**config.mk**
```make
export PLATFORM = sky130hd
export DESIGN_NAME = rnd_setup_scheduler
export DESIGN_NICKNAME = d
export VERILOG_FILES = /design/src/rtl/rnd_setup_scheduler.sv
export SDC_FILE = /design/constraint.sdc
export NUM_CORES = 1
export LEC_CHECK = 0
export BUFFER_PORTS_ARGS = -buffer_cell sky130_fd_sc_hd__buf_4
export CAP_MARGIN = 20
export CORE_ASPECT_RATIO = 1.75
export CORE_MARGIN = 2
export CORE_UTILIZATION = 45
export CTS_BUF_LIST = sky130_fd_sc_hd__clkbuf_2 sky130_fd_sc_hd__clkbuf_4 sky130_fd_sc_hd__clkbuf_8
export DETAILED_ROUTE_END_ITERATION = 10
export PLACE_DENSITY = 0.73
export SYNTH_ARGS = -nofsm -noshare
export SYNTH_HDL_FRONTEND = slang
export SYNTH_SLANG_ARGS = --single-unit
```
**constraint.sdc**
```tcl
create_clock -name clk -period 2.5 [get_ports clk]
set_clock_uncertainty 0.2 [all_clocks]
set_input_delay 0.5 -clock clk [delete_from_list [all_inputs] [get_ports clk]]
set_output_delay 0.5 -clock clk [all_outputs]
set_load 0.005 [all_outputs]
```
**src/rtl/rnd_setup_scheduler.sv**
```systemverilog
// rnd_setup_scheduler: round-robin sharing of one Galois LFSR between N_REQ setup generators,
// plus the ACTIVATING-phase sequencer. Optional watchdog/FAIL state: RND_SETUP_TIMEOUT_EN.
module rnd_setup_scheduler #(
    parameter int          N_REQ   = 4,
    parameter logic [31:0] SEED    = 32'hACE1_2468,
    parameter logic [15:0] TIMEOUT = 16'd1024
) (
    input  logic             clk,
    input  logic             rst,
    input  logic [2:0]       current_state,
    input  logic [N_REQ-1:0] req,
    input  logic [N_REQ-1:0] done_in,
    output logic [N_REQ-1:0] gnt,
    output logic [31:0]      rnd,
    output logic             rnd_valid,
    output logic             setup_done,
    output logic             setup_err,
    output logic [1:0]       dbg_state
);
    localparam logic [2:0]    ACTIVATING = 3'b001;
    localparam logic [31:0]   LFSR_MASK  = 32'h8020_0003;
    localparam int            PW         = $clog2(N_REQ);
    localparam logic [PW-1:0] LAST       = PW'(N_REQ - 1);

    typedef enum logic [1:0] {
        S_IDLE = 2'd0,
        S_RUN  = 2'd1,
        S_DONE = 2'd2,
        S_FAIL = 2'd3
    } state_t;

    state_t           state, next_state;
    logic [N_REQ-1:0] fin_mask, eligible, win_onehot;
    logic [PW-1:0]    ptr, win_idx;
    logic [PW:0]      cand;
    logic             found, activating, all_done, wd_expired;

    if (N_REQ < 2 || N_REQ > 8 || SEED == 32'd0 || TIMEOUT == 16'd0) begin : g_bad_params
        $error("rnd_setup_scheduler: illegal parameter set");
    end

    // The LFSR free-runs in every state so each grant consumes a distinct word.
    always_ff @(posedge clk or negedge rst) begin
        if (!rst)        rnd <= SEED;
        else if (rnd[0]) rnd <= (rnd >> 1) ^ LFSR_MASK;
        else             rnd <= rnd >> 1;
    end

    assign activating = (current_state == ACTIVATING);
    assign all_done   = &(fin_mask | done_in);
    assign eligible   = req & ~fin_mask & ~done_in;

`ifdef RND_SETUP_TIMEOUT_EN
    logic [15:0] wd_cnt;

    always_ff @(posedge clk or negedge rst) begin
        if (!rst)               wd_cnt <= '0;
        else if (state != S_RUN) wd_cnt <= '0;
        else                    wd_cnt <= wd_cnt + 16'd1;
    end

    assign wd_expired = (wd_cnt == TIMEOUT - 16'd1);
`else
    assign wd_expired = 1'b0;
`endif

    // Rotating search: first eligible index at or after ptr, wrapping modulo N_REQ.
    always_comb begin
        found   = 1'b0;
        win_idx = '0;
        cand    = '0;
        for (int i = 0; i < N_REQ; i++) begin
            cand = {1'b0, ptr} + (PW+1)'(i);
            if (cand >= (PW+1)'(N_REQ)) cand = cand - (PW+1)'(N_REQ);
            if (!found && eligible[cand[PW-1:0]]) begin
                found   = 1'b1;
                win_idx = cand[PW-1:0];
            end
        end
    end

    assign win_onehot = found ? ({{(N_REQ-1){1'b0}}, 1'b1} << win_idx) : '0;

    always_ff @(posedge clk or negedge rst) begin
        if (!rst) state <= S_IDLE;
        else      state <= next_state;
    end

    always_comb begin
        next_state = state;
        if (!activating) begin
            next_state = S_IDLE;
        end else begin
            case (state)
                S_IDLE: next_state = S_RUN;
                S_RUN: begin
                    if (all_done)        next_state = S_DONE;
                    else if (wd_expired) next_state = S_FAIL;
                end
                default: next_state = state;
            endcase
        end
    end

    // Grants are only issued into a cycle that is still RUN; abort clears everything.
    always_ff @(posedge clk or negedge rst) begin
        if (!rst) begin
            fin_mask <= '0;
            ptr      <= '0;
            gnt      <= '0;
        end else if (state == S_IDLE || next_state == S_IDLE) begin
            fin_mask <= '0;
            ptr      <= '0;
            gnt      <= '0;
        end else begin
            if (state == S_RUN) fin_mask <= fin_mask | done_in;
            if (state == S_RUN && next_state == S_RUN && found) begin
                gnt <= win_onehot;
                ptr <= (win_idx == LAST) ? '0 : win_idx + 1'b1;
            end else begin
                gnt <= '0;
            end
        end
    end

    always_comb begin
        rnd_valid  = |gnt;
        setup_done = (state == S_DONE);
`ifdef RND_SETUP_TIMEOUT_EN
        setup_err  = (state == S_FAIL);
`else
        setup_err  = 1'b0;
`endif
        dbg_state  = state;
    end

endmodule

```
==> impl_metrics.json, run 1 <==
{
  "overflow": 0,
  "std_cell_rows": 28,
  "p_total_w": 0.001214,
  "path_class": "reg -> out",
  "seqPwrFrac_pct": 58.9,
  "postCtsHoldBufs": 1,
  "status": "completed",
  "firstDrtPassIters": 4,
  "clk_path_buf_depth": 2,
  "place.gp.congestion": 0.8119,
  "start_kind": "flop",
  "cts_tree": "built",
  "slew_violations": 0,
  "area_growth_pct": 34.48,
  "grt_max_degree": 45,
  "final.setup.tns_ns": 0,
  "vias_per_cell": 4.758,
  "syn-num-nets": 119,
  "cp_data_required_time_ns": 1.80,
  "nets": 178,
  "ctsResizeCount": 0,
  "io_buffers": 52,
  "yosysWarnings": 0,
  "swShare_pct": 20.60,
  "drt-total-wl_mm": 2.871,
  "regArea_um2": 1117,
  "cts_root_buf": "clkbuf_8",
  "rsz0062_at_grt": "no",
  "finalHoldViolations": 0,
  "die_w_um": 48.51,
  "num_vias": 985,
  "ys_seq_area_share_pct": 71.61,
  "p_per_area_nw_per_um2": 578.8,
  "htreeDepth": 2,
  "syn_avg_cell_area_um2": 15.30,
  "worst_pin_slew_ns": 0.5151,
  "arrival_ns": 1.32,
  "combPwrFrac_pct": 5.7,
  "multiInputGateArea_um2": 424.2,
  "worstPathMaxFanout": 2,
  "die-area_um2": 3973,
  "min_path_type": "reg -> reg",
  "p_switching_w": 0.0002502,
  "insertion_delay_ns": 0.28,
  "post_cts_buffers": 0,
  "num_antenna_cells": 0,
  "cts.reportedPaths.clkPinSlew_ns": 0.07,
  "ys_seq_elements": 44,
  "synth_area_um2": 1560,
  "antenna_found_initial": 0,
  "p_int_w": 0.0009643,
  "first_global_vias": 985,
  "start_util_pct": 46.39,
  "drive_above_1_share_pct": 50.62,
  "cts_made_buffers": 5,
  "max_freq_ghz": 0.4957,
  "post_drt_wl_per_cell_um": 13.87,
  "endpoint_kind": "output port",
  "p_clk_share_pct": 35.4,
  "ir_drop_mv": 0.5782,
  "maxCapViolCount": 0,
  "fin_crit_ns": 2.017,
  "fill_cells": 290,
  "die_y_um": 81.90,
  "cts_sinks": 44,
  "ios": 54,
  "dp_hpwl_mm": 2.225,
  "drc_errors": 0,
  "drt_iter0_markers": 5,
  "grt_use_total_pct": 15.36,
  "power_leakage_nw": 1.073,
  "slew_headroom_pct": 65.66,
  "setup_viol": 0,
  "min_period_over_period_pct": 80.70,
  "synth_cell_types": 29,
  "ant_nets": 0,
  "grt_pass1_wl_mm": 4.436,
  "netlist_instances": 102,
  "core_um2": 3363
}
-- layout by cell type, fill, tap and decap left out, types with 4 or more instances in the layout --
cell type	netlist	routed
buf_4	1	52
dfrtp_1	31	31
dfstp_2	13	13
nor2_1	9	9
a21oi_1	7	7
clkbuf_8	0	5
and2_1	4	4
ha_1	4	4
-- power by group through the flow --
stage / clock [W] / sequential, W / combinational (W)
after floorplan: 0 / 0.000728 / 0.0000330
after global placement: 0 / 0.000728 / 0.0000668
after detailed placement: 0 / 0.000728 / 0.0000692
after CTS: 0.000444 / 0.000715 / 0.0000707
after global routing: 0.000471 / 0.000715 / 0.0000786
final: 0.000430 / 0.000715 / 0.0000689
-- logic make-up (layout without fill, tap and decap cells) --
family | Yosys count | in the layout | synth area share [%]
AO/OA/AOI/OAI | 15 | 15 | 6.094
XOR/XNOR | 3 | 3 | 1.684
adder cells (fa/ha/maj) | 4 | 4 | 3.208
buffers and inverters | 4 | 64 | 1.203
flip-flops | 44 | 44 | 71.61
multiplexers | 3 | 3 | 1.925
other | 1 | 1 | 0.2403
AND/OR/NAND/NOR | 28 | 28 | 14.03
-- metrics by stage --
stage          cells  cell area [um2]  setup WS (ns)  utilization, %  hold slack (ns)
2_1_floorplan    102             1560         0.5524               -         0.004409
3_3_place_gp     198             1999         0.3824           59.45           0.1580
3_5_place_dp     198             1999         0.3076           59.45           0.1573
4_1_cts          207             2098         0.4707           62.39           0.1701
5_1_grt          207             2098         0.4446           62.39           0.1755
6_report         207             2098         0.4826           62.39           0.1682
-- cells in the mapped netlist --
cell	count	area share, %
nor2b_1	1	0.40
inv_1	3	0.72
and2_1	4	1.6
nand2_1	2	0.48
o211a_1	1	0.64
nor4_2	1	0.80
nor4b_4	1	1.5
dfstp_2	13	22
o21ai_0	1	0.32
dfrtp_1	31	50
nor2_1	9	2.2
buf_4	1	0.48
and4bb_2	1	0.80
or2_1	1	0.40
o21ba_2	1	0.64
nor3b_2	3	2.4
nor3b_4	1	1.2
ha_1	4	3.2
o22ai_1	2	0.80
o21bai_1	2	0.96
or3b_1	1	0.56
a21oi_1	7	2.2
mux2i_1	3	1.9
nand3b_1	1	0.48
or3b_4	1	0.72
a211oi_1	1	0.48
or4_1	1	0.48
xor2_1	3	1.7
conb_1	1	0.24
-- state kept, by name, indices dropped and copies added (netlist names) --
| signal | count |
|---|---|
| ptr | 2 |
| rnd | 32 |
| dbg_state | 2 |
| gnt | 4 |
| fin_mask | 4 |
-- worst max-delay path, cell delays in order (launching register included) --
cell     delay (ns)
dfrtp_1        0.38
or4_1          0.51
buf_4          0.15
-- metal layers --
metal  up-vias  track usage (%)  wire [um]
li1        463                -          -
met1       483            16.46       1076
met2        33            27.78       1609
met3         6            4.364        124
met4         0            7.714         61
met5         -                0          0
-- layout make-up --
| cell class | count | area share [%] |
|---|---|---|
| sequential | 44 | 53.25 |
| clock inverter | 1 | 0.2385 |
| tap | 45 | 2.683 |
| timing repair buffer | 53 | 19.08 |
| inverter | 3 | 0.5367 |
| clock buffer | 7 | 3.995 |
| multi-input combinational | 54 | 20.21 |
-- worst paths after layout --
kind,start,endpoint,slack [ns],cells after the start
max,gnt[1],rnd_valid,0.48,2
min,rnd[6],rnd[5],0.17,0
max reg2reg,fin_mask[1],ptr[1],0.57,6
min reg2reg,rnd[6],rnd[5],0.17,0
max in group asynchronous,rst,rnd[23],1.19,2
min in group asynchronous,rst,ptr[1],0.53,2
(Power assumes the default switching activity.)
==> inputs of run 2 (changes only) <==
ABC_AREA = 1   (was unset)
PLACE_DENSITY = 0.72   (was 0.73)
clock period = 2 ns   (was 2.5 ns; I/O delays follow)
==> run 2 against run 1 <==
Against the previous run: highest routed layer unchanged; routed wire length grew 39%; hold slack gained 0.0020 ns; critical endpoint is now gnt[3]; synthesized area grew 11%.
==> impl_metrics.json, run 2 <==
{
  "status": "completed",
  "slew_violations": 0,
  "path_class": "reg -> reg",
  "fill_cells": 267,
  "vias_per_cell": 5.169,
  "cp_data_required_time_ns": 1.98,
  "synth-edff-count": 0,
  "die_w_um": 50.88,
  "cts_root_buf": "clkbuf_8",
  "insertion_delay_ns": 0.29,
  "ys_seq_elements": 44,
  "yosys-top-cells-area": "dfrtp_1 45%, dfstp_2 20%, nand2_1 4.8%",
  "worst_pin_slew_ns": 0.5111,
  "power_leakage_nw": 1.319,
  "yosysMostFrequentCell": "dfrtp_1",
  "grt_use_total_pct": 18.29,
  "htreeDepth": 2,
  "cts_sinks": 44,
  "post_drt_wl_per_cell_um": 14.98,
  "synth_cell_types": 24,
  "syn-num-nets": 172,
  "async_flop_share_pct": 100.0,
  "drive_above_1_share_pct": 54.09,
  "num_vias": 1375,
  "post-route-util_pct": 68.28,
  "slew_headroom_pct": 65.93,
  "yosysWarnings": 0,
  "cts_made_buffers": 5,
  "p_per_area_nw_per_um2": 726.2,
  "synth-main-ff-cell": "dfrtp_1",
  "std_cell_rows": 29,
  "core_um2": 3665,
  "min_path_type": "reg -> reg",
  "synth_area_um2": 1730,
  "endpoint_kind": "flop",
  "drc_errors": 0,
  "cts.reportedPaths.clkPinSlew_ns": 0.07,
  "syn_avg_cell_area_um2": 11.16,
  "drt_iter0_markers": 26,
  "clk_path_buf_depth": 2,
  "synth_largest_area_cell": "dfrtp_1",
  "nets": 236,
  "min_period_over_period_pct": 99.89,
  "die-area_um2": 4377,
  "final.setup.tns_ns": 0,
  "setup_viol": 0,
  "regMostFlops": "rnd",
  "yosys.area.top_type_share_pct": 44.83,
  "firstDrtPassIters": 4,
  "io_buffers": 52,
  "ios": 54,
  "ys_top_cells_by_count": "31 x dfrtp_1, 22 x nand2_1, 17 x inv_1, 16 x nand3_1",
  "antenna_found_initial": 0,
  "postPlaceCellArea_um2": 2187,
  "ant_nets": 0,
  "arrival_ns": 1.98,
  "start_util_pct": 47.22,
  "reg.largest.list": "rnd x32, fin_mask x4, gnt x4",
  "overflow": 0,
  "num_antenna_cells": 0,
  "area_growth_pct": 44.61,
  "ys_seq_area_share_pct": 64.57,
  "fin_area_um2": 2502,
  "ir_drop_mv": 0.6222,
  "dp_hpwl_mm": 2.767,
  "max_freq_ghz": 0.5005,
  "cts_tree": "built",
  "rsz0062_at_grt": "yes",
  "drt-total-wl_mm": 3.984,
  "final_cell_mix": "56 x buf_4, 29 x dfrtp_1, 15 x inv_1, 15 x nand2_1, 13 x dfstp_2",
  "maxCapViolCount": 0,
  "place.gp.congestion": 0.8801,
  "worstPathMaxFanout": 5,
  "p_total_w": 0.001817,
  "mostFrequentLayoutCell": "buf_4",
  "grt_max_degree": 45,
  "grt_pass1_wl_mm": 6.030,
  "first_global_vias": 1377,
  "die_y_um": 86.03,
  "hold-worst-slack_ns": 0.1701,
  "fin_crit_ns": 1.998,
  "finalHoldViolations": 0,
  "largest_reg_flops": 32,
  "netlist_instances": 155,
  "start_kind": "flop"
}
==> run 2: cell count changes after synthesis, moves of 3 or more <==
cell,delta
mux2i_1,-3
nand2_2,+3
nand2_4,+3
inv_1,+14
and2_1,-4
nand2_1,+20
nor2_2,+3
nand3_2,+7
nor2_1,+4
nand3_1,+16
o21ai_1,+3
nor3b_2,-3
==> run 2: path summary, 6_finish.rpt <==
check	from	to	slack, ns	cells after the start
setup / recovery	ptr[0]	gnt[3]	0.002	12
setup reg to reg	ptr[0]	gnt[3]	0.002	12
min in group asynchronous	rst	rnd[8]	0.42	2
hold reg to reg	rnd[27]	rnd[26]	0.17	0
max in group asynchronous	rst	ptr[1]	0.79	2
hold / removal	rnd[27]	rnd[26]	0.17	0
==> run 2: cells by family (layout without fill, tap and decap cells) <==
kind of cell	count (synthesis)	count (layout)	synth area share (%)
simple gates	71	71	21.84
flops	44	44	64.57
buf+inv	21	86	5.640
compound gates	11	11	3.326
fa+ha+maj	4	4	2.892
xor+xnor	3	3	1.519
other cells	1	1	0.2167
==> run 2: per-layer routing <==
layer  vias to the layer above  track usage, %  share of wire (%)
li1                        618               -                  -
met1                       684           19.40                 37
met2                        63           33.49                 54
met3                        10           3.833                5.9
met4                         0           8.600                2.8
met5                         -               0                  0
==> run 2: where the power goes <==
part / leakage (nW) / internal (W) / switching, W
combinational: 0.687 / 0.0000558 / 0.0000846
clock: 0.0688 / 0.000512 / 0.000270
sequential: 0.563 / 0.000892 / 0.00000197
==> run 2: metrics by stage <==
step                      worst slack (ns)  instances
after global placement            -0.06537        253
after floorplan                     0.1809        155
after global routing              -0.04868        266
final                             0.002191        266
after detailed placement           -0.1061        253
after CTS                        0.0006086        262
==> run 2: what timing repair did <==
item	4_1_cts	5_1_grt
hold buffers	1	0
resized for setup	0	33
setup endpoints to repair	0	5
setup buffers	0	3
endpoints found under the hold margin	31	0
==> run 2: worst max-delay path, stage by stage (launching register included) <==
cell	delay, ns
dfrtp_2	0.44
buf_12	0.15
nand3_1	0.15
nand2_4	0.08
inv_1	0.12
nand2_1	0.09
nand3_1	0.10
nand3_1	0.12
nand2_4	0.12
inv_2	0.04
ha_1	0.18
inv_1	0.05
nor2_1	0.03
==> run 2: final cells by class <==
cell class,count,area [um2],share of cell area (%)
Clock buffer,6,76.32,3.050
Sequential cell,44,1120,44.75
Inverter,19,88.84,3.550
Multi-Input combinational cell,90,624.3,24.95
Clock inverter,2,60.06,2.400
Tap cell,46,57.56,2.300
Timing Repair Buffer,59,475.5,19.00
